===== src/rtl/compare_pkg.sv =====
// Shared result codes and FSM state encoding for the sequential magnitude comparator.
package compare_pkg;

    localparam logic [1:0] CMP_NONE = 2'b00;
    localparam logic [1:0] CMP_EQ   = 2'b01;
    localparam logic [1:0] CMP_GT   = 2'b10;
    localparam logic [1:0] CMP_LT   = 2'b11;

    typedef enum logic [1:0] {
        IDLE = 2'd0,
        RUN  = 2'd1,
        DONE = 2'd2
    } state_t;

endpackage


===== src/rtl/compare_chunk.sv =====
// Combinational CHUNK-bit unsigned comparator slice; reports equality and A-greater-than-B.
module compare_chunk #(
    parameter int W = 4
) (
    input  logic [W-1:0] a,
    input  logic [W-1:0] b,
    output logic         eq,
    output logic         gt
);

    assign eq = (a == b);
    assign gt = (a > b);

endmodule


===== src/rtl/compare_seq.sv =====
// Multi-cycle magnitude comparator: walks operands MSB chunk first, stops at the first difference.
// Define COMPARE_SIGNED_EN for a two's-complement compare; otherwise operands are unsigned.
module compare_seq
    import compare_pkg::*;
#(
    parameter int WIDTH = 16,
    parameter int CHUNK = 4
) (
    input  logic             clk,
    input  logic             rst_n,
    input  logic             in_valid,
    output logic             in_ready,
    input  logic [WIDTH-1:0] a,
    input  logic [WIDTH-1:0] b,
    output logic             out_valid,
    input  logic             out_ready,
    output logic [1:0]       c,
    output logic             busy
);

    localparam int NCHUNK = WIDTH / CHUNK;
    localparam int IDX_W  = (NCHUNK > 1) ? $clog2(NCHUNK) : 1;
    localparam logic [IDX_W-1:0] IDX_TOP = IDX_W'(NCHUNK - 1);

    state_t             state_reg, state_next;
    logic [IDX_W-1:0]   idx_reg, idx_next;
    logic [WIDTH-1:0]   a_reg, a_next;
    logic [WIDTH-1:0]   b_reg, b_next;
    logic [1:0]         c_reg, c_next;

    logic [CHUNK-1:0]   a_chunks [NCHUNK];
    logic [CHUNK-1:0]   b_chunks [NCHUNK];
    logic [CHUNK-1:0]   sel_a, sel_b;
    logic               chunk_eq, chunk_gt;

    for (genvar gi = 0; gi < NCHUNK; gi++) begin : g_chunks
        assign a_chunks[gi] = a_reg[gi*CHUNK +: CHUNK];
        assign b_chunks[gi] = b_reg[gi*CHUNK +: CHUNK];
    end

    always_comb begin
        sel_a = a_chunks[idx_reg];
        sel_b = b_chunks[idx_reg];
`ifdef COMPARE_SIGNED_EN
        // Flipping the sign bits maps two's complement order onto unsigned order.
        if (idx_reg == IDX_TOP) begin
            sel_a[CHUNK-1] = ~sel_a[CHUNK-1];
            sel_b[CHUNK-1] = ~sel_b[CHUNK-1];
        end
`endif
    end

    compare_chunk #(.W(CHUNK)) u_chunk (
        .a  (sel_a),
        .b  (sel_b),
        .eq (chunk_eq),
        .gt (chunk_gt)
    );

    always_comb begin
        state_next = state_reg;
        idx_next   = idx_reg;
        a_next     = a_reg;
        b_next     = b_reg;
        c_next     = c_reg;
        case (state_reg)
            IDLE: begin
                if (in_valid) begin
                    a_next     = a;
                    b_next     = b;
                    idx_next   = IDX_TOP;
                    state_next = RUN;
                end
            end
            RUN: begin
                if (!chunk_eq) begin
                    c_next     = chunk_gt ? CMP_GT : CMP_LT;
                    state_next = DONE;
                end else if (idx_reg == '0) begin
                    c_next     = CMP_EQ;
                    state_next = DONE;
                end else begin
                    idx_next = idx_reg - 1'b1;
                end
            end
            DONE: begin
                if (out_ready) begin
                    c_next     = CMP_NONE;
                    state_next = IDLE;
                end
            end
            default: begin
                c_next     = CMP_NONE;
                state_next = IDLE;
            end
        endcase
    end

    always_ff @(posedge clk) begin
        if (!rst_n) begin
            state_reg <= IDLE;
            idx_reg   <= '0;
            a_reg     <= '0;
            b_reg     <= '0;
            c_reg     <= CMP_NONE;
        end else begin
            state_reg <= state_next;
            idx_reg   <= idx_next;
            a_reg     <= a_next;
            b_reg     <= b_next;
            c_reg     <= c_next;
        end
    end

    // Gated by rst_n so nothing is accepted while reset is held.
    assign in_ready  = rst_n && (state_reg == IDLE);
    assign out_valid = (state_reg == DONE);
    assign c         = c_reg;
    assign busy      = (state_reg == RUN) || (state_reg == DONE);

endmodule


===== config.mk =====
export PLATFORM = sky130hd
export DESIGN_NAME = compare_seq
export DESIGN_NICKNAME = d
export VERILOG_FILES = /design/src/rtl/compare_pkg.sv /design/src/rtl/compare_chunk.sv /design/src/rtl/compare_seq.sv
export SDC_FILE = /design/constraint.sdc
export NUM_CORES = 1
export LEC_CHECK = 0
export ABC_CLOCK_PERIOD_IN_PS = 4860
export CORE_ASPECT_RATIO = 0.9
export CORE_MARGIN = 2
export CORE_UTILIZATION = 55
export DETAILED_ROUTE_END_ITERATION = 10
export GPL_TIMING_DRIVEN = 0
export PLACE_DENSITY = 0.88
export SLEW_MARGIN = 20
export SYNTH_ARGS = -nofsm -noshare
export SYNTH_HDL_FRONTEND = slang
export SYNTH_SLANG_ARGS = --single-unit

===== constraint.sdc =====
create_clock -name clk -period 4.86 [get_ports clk]
set_clock_uncertainty 0.05 [all_clocks]
set_input_delay 0.972 -clock clk [delete_from_list [all_inputs] [get_ports clk]]
set_output_delay 0.972 -clock clk [all_outputs]
set_load 0.05 [all_outputs]

==> impl_metrics.py <==
metrics = {
    "hold_path": {
        "whs_endpoint": "a_reg[13]",
        "hold_start": "a_reg[13]",
        "hold_path_depth": 2,
        "worstHoldPathType": "reg2reg",
    },
    "synthesis": {
        "synth_fa_ha_area_frac": 0.0498,
        "synth-compound-area-share": 0.213,
        "syn_area_sq_um": 2010,
        "synth_simple_gate_area_frac": 0.211,
        "synth-seq-cells": 38,
        "synth_xor_area_frac": 0,
        "synthMuxAreaShare": 0.0945,
        "avgSynthCellArea_sq_um": 9.77,
        "yosys_warnings": 0,
        "synthTopCellsByArea": "dfxtp_1, a21boi_2, mux4_2, nand2_1, nand2_2",
        "ys_seq_area_frac": 0.378,
        "synth.top_cell.area_share": 0.378,
        "synth_nets": 250,
        "synthDistinctLibCells": 35,
        "synth_top_area_cell": "dfxtp_1",
        "syn-instance-count": 206,
        "synth_top_family_by_area": "compound AO/OA/AOI/OAI gates",
    },
    "worst_setup_path": {
        "critPathMaxFanout": 10,
        "reg2reg_depth": 8,
        "regToRegEndpoint": "state_reg[1]",
        "cpPeakStageDelay_ns": 0.79,
        "criticalPathCategory": "in2out",
        "r2r_start": "idx_reg[0]",
        "cpMostUsedCell": "clkdlybuf4s50_1",
        "ff2ff_setup_slack_ns": 2.42,
        "path_buf_inv": 3,
        "startpoint_type": "primary input",
        "critPathTopFamily": "buffers and inverters",
        "slowest_stage": "clkdlybuf4s50_1",
        "worstPathArrival_ns": 2.87,
        "crit_path_cell_trace": "clkdlybuf4s50_1 > clkbuf_1 > and2_1 > clkdlybuf4s50_1",
        "worstPathRequired_ns": 3.84,
        "end_kind": "primary output",
    },
    "pwr": {
        "power.leakage_nw": 0.955,
        "vdd_drop_max_mv": 0.220,
        "p_total_mw": 0.959,
        "power_density_nw_per_um2": 375,
    },
    "floorplan": {
        "die_w_microns": 67.8,
        "die_h_microns": 61.4,
        "core_area_sq_um": 3430,
        "io_pins": 41,
        "die-area_sq_um": 4160,
        "num_rows": 20,
        "start_util": 0.587,
    },
    "timing": {
        "period_share": 0.801,
        "hold_violations": 0,
        "worst_pin_slew_ns": 0.490,
        "grt_setup_unrepaired": "no",
        "fmax_ghz": 0.257,
        "slew_headroom": 0.672,
        "drv_slew": 0,
        "setup_viol": 0,
        "finalCriticalPeriod_ns": 3.89,
        "finalWorstSetupSlack_ns": 0.969,
        "fin_setup_tns_ns": 0,
    },
    "clock_network": {
        "clock-sinks": 38,
        "cts_inserted_buffers": 5,
        "ctsResizeCount": 0,
        "postCtsSetupRepairBufs": 0,
        "cts-root-buf": "clkbuf_8",
        "cts_tree": "done",
        "hold_buffers": 0,
        "htree_levels": 2,
        "clock_path_buffers": 2,
        "clkTransAtPathRegs_ns": 0.07,
        "clock_latency_ns": 0.29,
    },
    "finish": {
        "n_antenna_cell": 0,
        "drive_above_1_share": 0.272,
        "postLayoutCoreUtil": 0.746,
        "area_growth_pct": 27.2,
        "num-nets-final": 297,
    },
    "drt": {
        "vias_per_cell": 5.31,
        "wl_per_cell_microns": 13.9,
        "drc": 0,
        "antenna_left": 0,
        "drtPass1Iterations": 4,
        "drt-initial-drc-count": 116,
        "vias": 1582,
        "wirelength_mm": 4.13,
    },
    "global_routing": {
        "use_met2": 0.388,
        "grt_pass1_wl_mm": 7.26,
        "gr-usage-met1": 0.321,
        "grt_usage": 0.242,
        "grt_max_degree": 12,
        "grt_pass1_vias": 1569,
        "use_met3": 0.0494,
        "antenna_found_initial": 0,
        "grt.overflow.total": 0,
        "top_usage_layer": "met2",
    },
    "placement": {
        "port_buffers": 40,
        "hpwl_mm": 3.16,
        "gp_congestion": 0.780,
        "dp_slack_ns": 0.983,
    },
    "run": {
        "maxCapViolations": 0,
    },
    "run_status": {
        "outcome": "completed",
    },
}
[power breakdown]
part           switching [mW]  internal (mW)  total (mW)
combinational           0.198          0.173       0.371
sequential             0.0180          0.347       0.365
clock                   0.109          0.114       0.223
[cells by family (layout without fill, tap and decap cells)]
logic type | count (synthesis) | after routing
AO/OA/AOI/OAI | 46 | 46
buffers and inverters | 21 | 69
AND/OR/NAND/NOR | 84 | 84
adder cells (fa/ha/maj) | 8 | 8
flip-flops | 38 | 38
multiplexers | 9 | 9
[cell type report]
| type | instances | area [sq um] |
|---|---|---|
| Inverter | 8 | 30.0 |
| Fill cell | 246 | 870 |
| Multi-Input combinational cell | 147 | 1140 |
| Clock buffer | 7 | 86.3 |
| Buffer | 13 | 77.6 |
| Timing Repair Buffer | 40 | 400 |
| Sequential cell | 38 | 761 |
| Clock inverter | 1 | 5.00 |
| Tap cell | 44 | 55.1 |
[synth_stat cells]
cell type and n:
ha_1 8, buf_6 3, nor2b_4 1, and2_2 1
and3_1 1, buf_4 1, nand2b_1 1, nand2_2 20
a21boi_1 12, o211ai_1 2, o211a_1 1, a211oi_4 1
a21oi_1 5, mux4_2 8, nand3_1 1, and2_4 1
nor2b_1 2, and4_4 1, nand4_1 2, and2_1 2
and2b_2 1, a211oi_2 1, and2b_1 1, nand2_1 48
inv_1 8, a41o_2 1, nor3b_1 1, o22ai_1 1
a21boi_2 20, dfxtp_1 38, mux2i_1 1, buf_2 2
o21a_1 1, o21ai_1 1, clkbuf_1 7
[metal layers]
| metal | wire [microns] | share of wire |
|---|---|---|
| met5 | 0 | 0 |
| met4 | 85 | 0.021 |
| met3 | 152 | 0.037 |
| met2 | 1960 | 0.47 |
| met1 | 1940 | 0.47 |
[worst max path at each step]
stage | from | to | depth (start not counted)
6_report | rst_n | in_ready | 4
5_1_grt | rst_n | in_ready | 4
4_1_cts | rst_n | in_ready | 4
3_3_place_gp | rst_n | in_ready | 4
2_1_floorplan | rst_n | in_ready | 2
3_5_place_dp | rst_n | in_ready | 4
[cell usage in the layout (no fill, tap or decap), types with 2 or more instances in the layout]
cell type,synthesis,routed
nand2_1,48,48
clkbuf_1,7,8
dfxtp_1,38,38
buf_2,2,2
clkbuf_8,0,6
nand2_2,20,20
a21oi_1,5,5
a21boi_2,20,20
clkdlybuf4s50_1,0,40
inv_1,8,8
ha_1,8,8
mux4_2,8,8
nand4_1,2,2
nor2b_1,2,2
buf_6,3,3
a21boi_1,12,12
and2_1,2,2
o211ai_1,2,2
[worst register-to-register path, stage by stage (launching register included)]
cell and delay, ns:
dfxtp_1 0.31, buf_2 0.27, mux4_2 0.56, inv_1 0.07, ha_1 0.25, and4_4 0.24, a21oi_1 0.25, a21oi_1 0.11
a41o_2 0.23
[through the flow]
stage	instances	hold WS (ns)	instance area, sq um
after floorplan	206	0.382	2010
after global placement	290	0.392	2470
after detailed placement	290	0.397	2470
after CTS	298	0.407	2560
after global routing	298	0.435	2560
final	298	0.407	2560
(Power assumes the default switching activity.)
